==> src/rtl/conv_encoder_k4.sv <==
// conv_encoder_k4 -- rate-1/2, K=4 convolutional encoder with trellis
// termination. Information bits are grouped into frames of FRAME_LEN bits.
// Each frame is followed by three zero tail bits, which return the encoder
// state to 000.
//
// Optional build macro: CONV_PUNCTURE_EN.
//   Defined   : rate-2/3 puncturing. Odd-index information symbols carry
//               out_keep=10. Even-index and tail symbols carry out_keep=11.
//   Undefined : out_keep is 11 on every valid symbol.
//
// Handshake (both ports): a transfer happens on a rising edge where valid and
// ready are both high. The producer holds valid and data stable until the
// transfer. On this block, in_ready is asserted only when the output slot is
// free (!out_valid || out_ready) and the FSM is in DATA. While out_valid is
// high and out_ready is low, nothing inside the encoder advances.
//
// Debug: state_out shows the shift register sr[2:0]. fsm_q selects DATA or
// TAIL, and the current tail step is held in tcnt_q.
module conv_encoder_k4 #(
  parameter logic [3:0] G0        = 4'b1101,
  parameter logic [3:0] G1        = 4'b1111,
  parameter int         FRAME_LEN = 64,
  parameter int         CNT_W     = 8
) (
  input  logic       clk,
  input  logic       rst,
  input  logic       in_valid,
  input  logic       in_bit,
  output logic       in_ready,
  output logic       out_valid,
  input  logic       out_ready,
  output logic [1:0] out_sym,
  output logic [1:0] out_keep,
  output logic       out_last,
  output logic [2:0] state_out
);

  localparam logic [0:0]       ST_DATA   = 1'b0;
  localparam logic [0:0]       ST_TAIL   = 1'b1;
  localparam logic [CNT_W-1:0] LAST_IDX  = CNT_W'(FRAME_LEN - 1);
  localparam logic [1:0]       TCNT_LAST = 2'd2;

  logic [0:0]       fsm_q, fsm_d;
  logic [2:0]       sr_q, sr_d;
  logic [CNT_W-1:0] cnt_q, cnt_d;
  logic [1:0]       tcnt_q, tcnt_d;
  logic             out_valid_q, out_valid_d;
  logic [1:0]       out_sym_q, out_sym_d;
  logic [1:0]       out_keep_q, out_keep_d;
  logic             out_last_q, out_last_d;

  logic             slot_free;
  logic             data_take;
  logic             tail_step;
  logic             load;
  logic             u;
  logic [3:0]       tap;
  logic             c0;
  logic             c1;
  logic [1:0]       keep_new;

  // Handshake qualifiers and the encoder input bit for this cycle.
  always_comb begin
    slot_free = !out_valid_q || out_ready;
    in_ready  = (fsm_q == ST_DATA) && slot_free;
    data_take = in_valid && in_ready;
    tail_step = (fsm_q == ST_TAIL) && slot_free;
    load      = data_take || tail_step;
    // Tail steps always feed a zero into the trellis.
    u         = tail_step ? 1'b0 : in_bit;
  end

  // Code bits: generator taps in the order {u, sr[0], sr[1], sr[2]}.
  always_comb begin
    tap = {u, sr_q[0], sr_q[1], sr_q[2]};
    c0  = ^(G0 & tap);
    c1  = ^(G1 & tap);
  end

  // Transmit mask for the symbol being loaded.
  always_comb begin
`ifdef CONV_PUNCTURE_EN
    // Drop c1 on odd-index information bits. Tail symbols are never punctured.
    keep_new = (data_take && cnt_q[0]) ? 2'b10 : 2'b11;
`else
    keep_new = 2'b11;
`endif
  end

  // Next-state logic for the FSM, the counters and the trellis register.
  always_comb begin
    fsm_d  = fsm_q;
    sr_d   = sr_q;
    cnt_d  = cnt_q;
    tcnt_d = tcnt_q;
    if (load) begin
      sr_d = {sr_q[1:0], u};
    end
    if (data_take) begin
      if (cnt_q == LAST_IDX) begin
        cnt_d = '0;
        fsm_d = ST_TAIL;
      end else begin
        cnt_d = cnt_q + 1'b1;
      end
    end
    if (tail_step) begin
      if (tcnt_q == TCNT_LAST) begin
        tcnt_d = 2'd0;
        fsm_d  = ST_DATA;
      end else begin
        tcnt_d = tcnt_q + 2'd1;
      end
    end
  end

  // Output register: a load replaces the held symbol, and a take without a load empties it.
  always_comb begin
    out_valid_d = out_valid_q;
    out_sym_d   = out_sym_q;
    out_keep_d  = out_keep_q;
    out_last_d  = out_last_q;
    if (load) begin
      out_valid_d = 1'b1;
      out_sym_d   = {c0, c1};
      out_keep_d  = keep_new;
      out_last_d  = tail_step && (tcnt_q == TCNT_LAST);
    end else if (out_ready) begin
      out_valid_d = 1'b0;
      out_last_d  = 1'b0;
    end
  end

  // State registers with synchronous reset. Reset discards any partial frame.
  always_ff @(posedge clk) begin
    if (rst) begin
      fsm_q       <= ST_DATA;
      sr_q        <= 3'b000;
      cnt_q       <= '0;
      tcnt_q      <= 2'd0;
      out_valid_q <= 1'b0;
      out_sym_q   <= 2'b00;
      out_keep_q  <= 2'b00;
      out_last_q  <= 1'b0;
    end else begin
      fsm_q       <= fsm_d;
      sr_q        <= sr_d;
      cnt_q       <= cnt_d;
      tcnt_q      <= tcnt_d;
      out_valid_q <= out_valid_d;
      out_sym_q   <= out_sym_d;
      out_keep_q  <= out_keep_d;
      out_last_q  <= out_last_d;
    end
  end

  assign out_valid = out_valid_q;
  assign out_sym   = out_sym_q;
  assign out_keep  = out_keep_q;
  assign out_last  = out_last_q;
  assign state_out = sr_q;

endmodule

==> config.mk <==
export PLATFORM = sky130hd
export DESIGN_NAME = conv_encoder_k4
export DESIGN_NICKNAME = d
export VERILOG_FILES = /design/src/rtl/conv_encoder_k4.sv
export SDC_FILE = /design/constraint.sdc
export NUM_CORES = 1
export LEC_CHECK = 0
export CAP_MARGIN = 10
export CORE_MARGIN = 3
export CORE_UTILIZATION = 54
export DETAILED_ROUTE_END_ITERATION = 10
export PLACE_DENSITY_LB_ADDON = 0.12
export SYNTH_ARGS = -nofsm -noshare
export SYNTH_HDL_FRONTEND = slang
export SYNTH_SLANG_ARGS = --single-unit
==> constraint.sdc <==
create_clock -name clk -period 3.06 [get_ports clk]
set_input_delay 0.306 -clock clk [delete_from_list [all_inputs] [get_ports clk]]
set_output_delay 0.306 -clock clk [all_outputs]
set_load 0.01 [all_outputs]
Word level (Yosys, flattened, before mapping)
Index checks and enable logic that the tools add are counted.
{ "word_totals": {"regBits": 19, "inputBits": 5, "out_inout_bits": 10, "word_cells": 33} }
{ "op_classes": {"add_sub_neg": 2, "eq_ne": 2, "n_mux": 10, "bitwise": 1, "n_reduce_logical": 10} }
{ "ops": {"columns": ["op", "count"], "rows": [
  ["8-bit by 1-bit adder with 8-bit output (second input constant)", 1],
  ["8-bit by 6-bit equality test with 1-bit output (second input constant)", 1],
  ["1-bit two-way mux", 8],
  ["8-bit two-way mux", 1],
  ["4-bit parity", 2],
  ["1-bit logical AND", 4],
  ["2-bit by 1-bit adder with 2-bit output (second input constant)", 1],
  ["2-bit equality test (second input constant)", 1],
  ["1-bit logical OR", 2],
  ["2-bit two-way mux", 1],
  ["2-bit nonzero test", 1],
  ["1-bit zero test", 1],
  ["1-bit inverter", 1]
]} }

Longest topological paths before layout
Gate-level depths: netlist of run 1.
{ "depth": {"depth_word": 7, "ltp_mapped": 5, "depth_no_buf": 5} }

Least setup slack after synthesis of run 1
Ideal clock, no wire load.
{ "synth_path": {"path_kind": "reg-to-reg", "startpoint": "reg out_valid_q (netlist: out_valid)", "endpoint": "reg fsm_q", "setup_time_ps": 73, "t_arrival_ps": 1270, "required_time_ps": 2987, "path_slack_ps": 1717, "stages_incl_launch_ff": 6, "path_buffers": 0, "period_less_slack_ps": 1343, "path_cell_list": "dfxtp_1 -> nor2b_4 -> nor3b_4 -> and4_4 -> nor2_2 -> nor3b_2"} }
{ "synth_via": {"elab_chain_len": 7, "elab_cells_between_ends": 8, "cone_classes": "3 x mux; 5 x reduce/logical"} }
{ "synth_rtl": {"columns": ["item", "line_no", "source"], "rows": [
  ["from (decl)", "47", "logic out_valid_q, out_valid_d;"],
  ["from (signal assigned)", "150", "out_valid_q <= out_valid_d;"],
  ["1-bit zero test *", "64", "slot_free = !out_valid_q || out_ready;"],
  ["1-bit logical OR *", "64", null],
  ["1-bit logical AND", "65", "in_ready = (fsm_q == ST_DATA) && slot_free;"],
  ["1-bit logical AND", "66", "data_take = in_valid && in_ready;"],
  ["1-bit two-way mux", "99", "if (data_take) begin"],
  ["1-bit two-way mux", "108", "if (tcnt_q == TCNT_LAST) begin"],
  ["1-bit two-way mux *", "107", "if (tail_step) begin"],
  ["to (signal assigned)", "146", "fsm_q <= fsm_d;"],
  ["to (decl)", "43", "logic [0:0] fsm_q, fsm_d;"]
]} }
Every way passes the cells marked *; elsewhere a longest branch is shown, timed or not.
A chain may end at the register's enable or synchronous reset.

Worst setup path after layout of run 1
{ "layout_path": {"startpoint": "in out_ready", "endpoint": "out in_ready"} }
{ "layout_via": {"elab_chain_len": 2} }
{ "layout_rtl": {"columns": ["item", "line_no", "source"], "rows": [
  ["from (decl)", "31", "input logic out_ready,"],
  ["1-bit logical OR", "64", null],
  ["1-bit logical AND", "65", null],
  ["to (decl)", "29", "output logic in_ready,"]
]} }
Every way passes these cells.

==> flow_summary.json, run 1 <==
{
  "grt_pass1_vias": 598,
  "fmax_mhz": 538.9,
  "clockBufferDepth": 2,
  "clk_pin_slew_worst_paths_ns": 0.10,
  "io_buffers": 14,
  "ys_ff_latch": 19,
  "drt-total-wl_mm": 1.475,
  "maxCapViolCount": 0,
  "io_pins": 15,
  "finalMaxSlewViolations": 0,
  "coreArea_um2": 1415,
  "antenna_found_initial": 0,
  "cp_slowest_stage_delay_ns": 0.54,
  "initialDrtViolationCount": 16,
  "setup_tns_ns": 0,
  "syn_inst": 90,
  "ys_types": 29,
  "synth_warnings": 0,
  "leakagePower_nw": 0.3990,
  "max-slew-margin-rel_pct": 53.56,
  "finalHoldViolations": 0,
  "drt-vias-per-instance": 5.294,
  "row_count": 13,
  "grt_usage_pct": 17.17,
  "tightest_slew_ns": 0.6944,
  "synth_flop_cell": "dfxtp_1",
  "overflow": 0,
  "cp_max_fo": 4,
  "final_common_cell": "dfxtp_1",
  "crit_top_cell": "clkdlybuf4s50_1",
  "hold_path_class": "reg -> reg",
  "clockRootBuffer": "clkbuf_4",
  "cp-start-kind": "input pin",
  "yosys-top-cells-area": "dfxtp_1 43%, mux2i_1 5.7%, nor2_1 5.6%",
  "cts_inserted_buffers": 3,
  "skew_ns": 0.006968,
  "power_w": 0.0004428,
  "syn_nets": 96,
  "layout.nets": 111,
  "start_util_pct": 62.07,
  "syn_to_final_growth_pct": 17.09,
  "gp_congestion": 0.7167,
  "dieArea_um2": 2146,
  "avgSynthCellArea_um2": 9.759,
  "grt_max_degree": 20,
  "syn-cell-area_um2": 878.3,
  "antenna_cells": 0,
  "cp-end-kind": "output port",
  "drc": 0,
  "grt_pass1_wl_mm": 2.587,
  "cts_tree": "yes",
  "cp_slowest_cell": "clkdlybuf4s50_1",
  "critPathKind": "in -> out",
  "status": "completed",
  "seq_area_frac_synth_pct": 43.30,
  "ir_worst_vdd_mv": 0.2587,
  "cts_max_level": 1,
  "place_hpwl_mm": 1.093,
  "first_pass_iters": 4,
  "wire_per_inst_um": 12.39,
  "drive_above_1_share_pct": 10.58,
  "ant_nets": 0,
  "powerDensity_nw_per_um2": 430.6,
  "min_period_ns": 1.856,
  "post_cts_resized": 0,
  "clk_latency_ns": 0.30,
  "clkSinkCount": 19,
  "period_share_pct": 60.64,
  "rsz0062_at_grt": "false",
  "synthArstFlopShare_pct": 0,
  "vias": 630,
  "synth_edf_count": 0,
  "yosys.area.top_type_share_pct": 43.30,
  "cp_data_arrival_time_ns": 1.55,
  "cts_setup_buffers": 0,
  "required_ns": 2.75,
  "ctsHoldBuffers": 0,
  "setup_viol": 0,
  "die_x_um": 46.33,
  "yosysTopAreaCell": "dfxtp_1",
  "path_cells": "clkdlybuf4s50_1 -> nor2b_4 -> nor2_1 -> clkdlybuf4s50_1",
  "final_cell_mix": "19 x dfxtp_1, 14 x clkdlybuf4s50_1, 13 x nor2_1",
  "die_height_um": 46.33
}
-- critical path: cells and delay by family --
family | cells | cell delay (ns)
buffers and inverters | 2 | 1.08
and+or+nand+nor | 2 | 0.16
-- synthesized netlist by cell type (2+ instances only) --
library cell and count:
mux2i_1 5, nand3_1 5, dfxtp_1 19, a21oi_1 6, xnor2_1 4, nor3_1 5
clkbuf_1 2, nand3b_1 2, nor2_1 13, inv_1 2, nand2_1 5, xor2_1 5
-- area by class of cell --
type,count,area [um^2]
Clock buffer,4,26.28
Fill cell,108,386.6
Inverter,2,7.507
Multi-Input combinational cell,65,455.4
Sequential cell,19,380.4
Tap cell,15,18.77
Timing Repair Buffer,14,140.1
-- logic make-up after synthesis --
| kind of cell | count (synthesis) | synth area share (%) |
|---|---|---|
| mux | 5 | 5.698 |
| compound gates | 9 | 6.126 |
| buf+inv | 6 | 4.844 |
| fa+ha+maj | 1 | 1.424 |
| flops | 19 | 43.30 |
| simple gates | 41 | 29.63 |
| xor+xnor | 9 | 8.974 |
-- worst paths after layout --
path	startpoint	to	slack, ns	cells after the start
worst min-delay path	out_keep[0]	out_keep[0]	0.47	2
worst max register to register	fsm_q	fsm_q	1.61	4
worst min register to register	out_keep[0]	out_keep[0]	0.47	2
worst max-delay path	out_ready	in_ready	1.20	4
-- stage by stage --
stage | hold slack [ns] | cells | utilization, % | cell area (um^2) | setup WS (ns)
after floorplan | 0.4306 | 90 | - | 878.3 | 1.717
after detailed placement | 0.4612 | 115 | 70.82 | 1002 | 1.191
after CTS | 0.4762 | 119 | 72.68 | 1028 | 1.189
after global routing | 0.4973 | 119 | 72.68 | 1028 | 1.125
final | 0.4685 | 119 | 72.68 | 1028 | 1.204
after global placement | 0.4441 | 115 | 70.82 | 1002 | 1.200
-- metal layers --
metal	wire length (um)	global-route usage [%]
met1	660	19.48
met2	689	27.20
met3	78	7.031
met4	46	9.091
met5	0	0
-- registers in the layout, summed over array words and instances (netlist names) --
| register | flops |
|---|---|
| tcnt_q | 2 |
| cnt_q | 8 |
| state_out | 3 |
| fsm_q | 1 |
| out_valid | 1 |
| out_last | 1 |
| out_keep | 1 |
| out_sym | 2 |
-- where the power goes --
group	leakage, nW	switching [W]	internal (W)
combinational	0.229	0.0000258	0.0000325
clock	0.0150	0.0000710	0.0000508
sequential	0.155	0.00000704	0.000256
Note: power is estimated with default switching activity, not from simulation.
==> inputs of run 2 (changes only) <==
CORE_UTILIZATION = 50   (was 54)
clock period = 1.8 ns   (was 3.06 ns; I/O delays follow)
==> flow_summary.json, run 2 (synthesized netlist as in run 1, its figures left out) <==
{
  "status": "completed",
  "min_from": "in_bit",
  "setup_slack_ns": 0.1161,
  "ant_nets": 0,
  "holdPathEnd": "state_out[0]",
  "leakagePower_nw": 0.4114,
  "overflow": 0,
  "rsz0062_at_grt": "false",
  "layout.nets": 113,
  "antenna_cells": 0,
  "cp_data_arrival_time_ns": 1.50,
  "cp_max_fo": 4,
  "clkSinkCount": 19,
  "grt_max_degree": 20,
  "stdcell_area_um2": 1046,
  "worst-r2r-cell-count": 4,
  "multi_input_area_um2": 455.4,
  "gp_congestion": 0.7009,
  "grt_usage_pct": 15.51,
  "start_util_pct": 55.71,
  "max-slew-margin-rel_pct": 70.14,
  "clockRootBuffer": "clkbuf_4",
  "cts_tree": "yes",
  "io_buffers": 14,
  "grt_pass1_wl_mm": 2.456,
  "place_hpwl_mm": 1.096,
  "final_common_cell": "dfxtp_1",
  "cp-start-kind": "register",
  "fmax_mhz": 593.9,
  "die_x_um": 47.91,
  "grt_pass1_vias": 608,
  "largest_reg_flops": 8,
  "drc": 0,
  "setup_viol": 0,
  "placed_area_um2": 1018,
  "post-place-ws_ns": 0.1305,
  "coreArea_um2": 1577,
  "drt-total-wl_mm": 1.491,
  "ctsHoldBuffers": 0,
  "critPathKind": "reg -> out",
  "io_pins": 15,
  "drt-vias-per-instance": 5.344,
  "post_cts_resized": 0,
  "cts_setup_buffers": 0,
  "hold_slack_ns": 0.4470,
  "drive_above_1_share_pct": 13.21,
  "first_pass_iters": 4,
  "clk_pin_slew_worst_paths_ns": 0.12,
  "min_period_ns": 1.684,
  "skew_ns": 0.005017,
  "initialDrtViolationCount": 9,
  "maxCapViolCount": 0,
  "wire_per_inst_um": 12.22,
  "hold_path_class": "in -> reg",
  "reg2reg_slack_ns": 0.38,
  "top_register": "cnt_q",
  "setup_tns_ns": 0,
  "cts_inserted_buffers": 3,
  "whs_path_depth": 3,
  "powerDensity_nw_per_um2": 734.3,
  "tightest_slew_ns": 0.4472,
  "vias": 652,
  "finalMaxSlewViolations": 0,
  "worstReg2RegStart": "fsm_q",
  "required_ns": 1.62,
  "period_share_pct": 93.55,
  "ir_worst_vdd_mv": 0.4362,
  "finalHoldViolations": 0,
  "ff_latch_area_um2": 380.4,
  "rr_endpoint": "out_sym[0]",
  "dieArea_um2": 2295,
  "clockBufferDepth": 2,
  "die_height_um": 47.91,
  "cp-end-kind": "output port",
  "antenna_found_initial": 0,
  "fillers": 140,
  "cts_max_level": 1,
  "row_count": 14,
  "clk_latency_ns": 0.30,
  "syn_to_final_growth_pct": 19.09,
  "final_cell_mix": "19 x dfxtp_1, 14 x clkdlybuf4s50_1, 13 x nor2_1"
}
-- run 2: changes by cell type in the layout (fill, tap and decap cells not counted) --
cell | before | now
clkinv_2 | 0 | 1
buf_4 | 0 | 2
clkbuf_1 | 1 | 0
-- run 2: final cells by class --
type | instances | area share, %
Sequential cell | 19 | 36.36
Clock inverter | 1 | 0.4785
Multi-Input combinational cell | 65 | 43.54
Clock buffer | 3 | 2.153
Inverter | 2 | 0.7177
Timing Repair Buffer | 16 | 14.83
Tap cell | 16 | 1.914
-- run 2: worst max path at each step --
stage                          from          to  cells past startpoint
after floorplan           out_valid       fsm_q                      5
after global placement    out_ready       fsm_q                      6
final                     out_valid    in_ready                      3
after CTS                 out_valid    in_ready                      3
after detailed placement  out_ready  out_sym[0]                      6
after global routing      out_valid    in_ready                      3
-- run 2: per-stage QoR --
stage               utilization [%]  cells  power (W)
floorplan                         -     90  0.0005157
finish                        66.35    122  0.0007681
detailed placement            64.60    118  0.0005601
global route                  66.35    122  0.0008048
CTS                           66.35    122  0.0007766
global placement              64.60    118  0.0005576
-- run 2: critical path, stage by stage, from the launching register on --
cell and delay (ns):
dfxtp_1 0.41, nor2b_4 0.26, nor2_1 0.06, clkdlybuf4s50_1 0.49
-- run 2: routing by layer --
metal	vias up	share of wire (%)	track usage [%]
met3	2	4.8	3.759
met5	-	0	0
met1	300	44	16.67
li1	336	-	-
met4	0	0.87	8.065
met2	14	50	27.70
-- run 2: where the power goes --
group / internal (W) / switching [W]
combinational: 0.0000583 / 0.0000441
sequential: 0.000435 / 0.0000117
clock: 0.0000827 / 0.000136
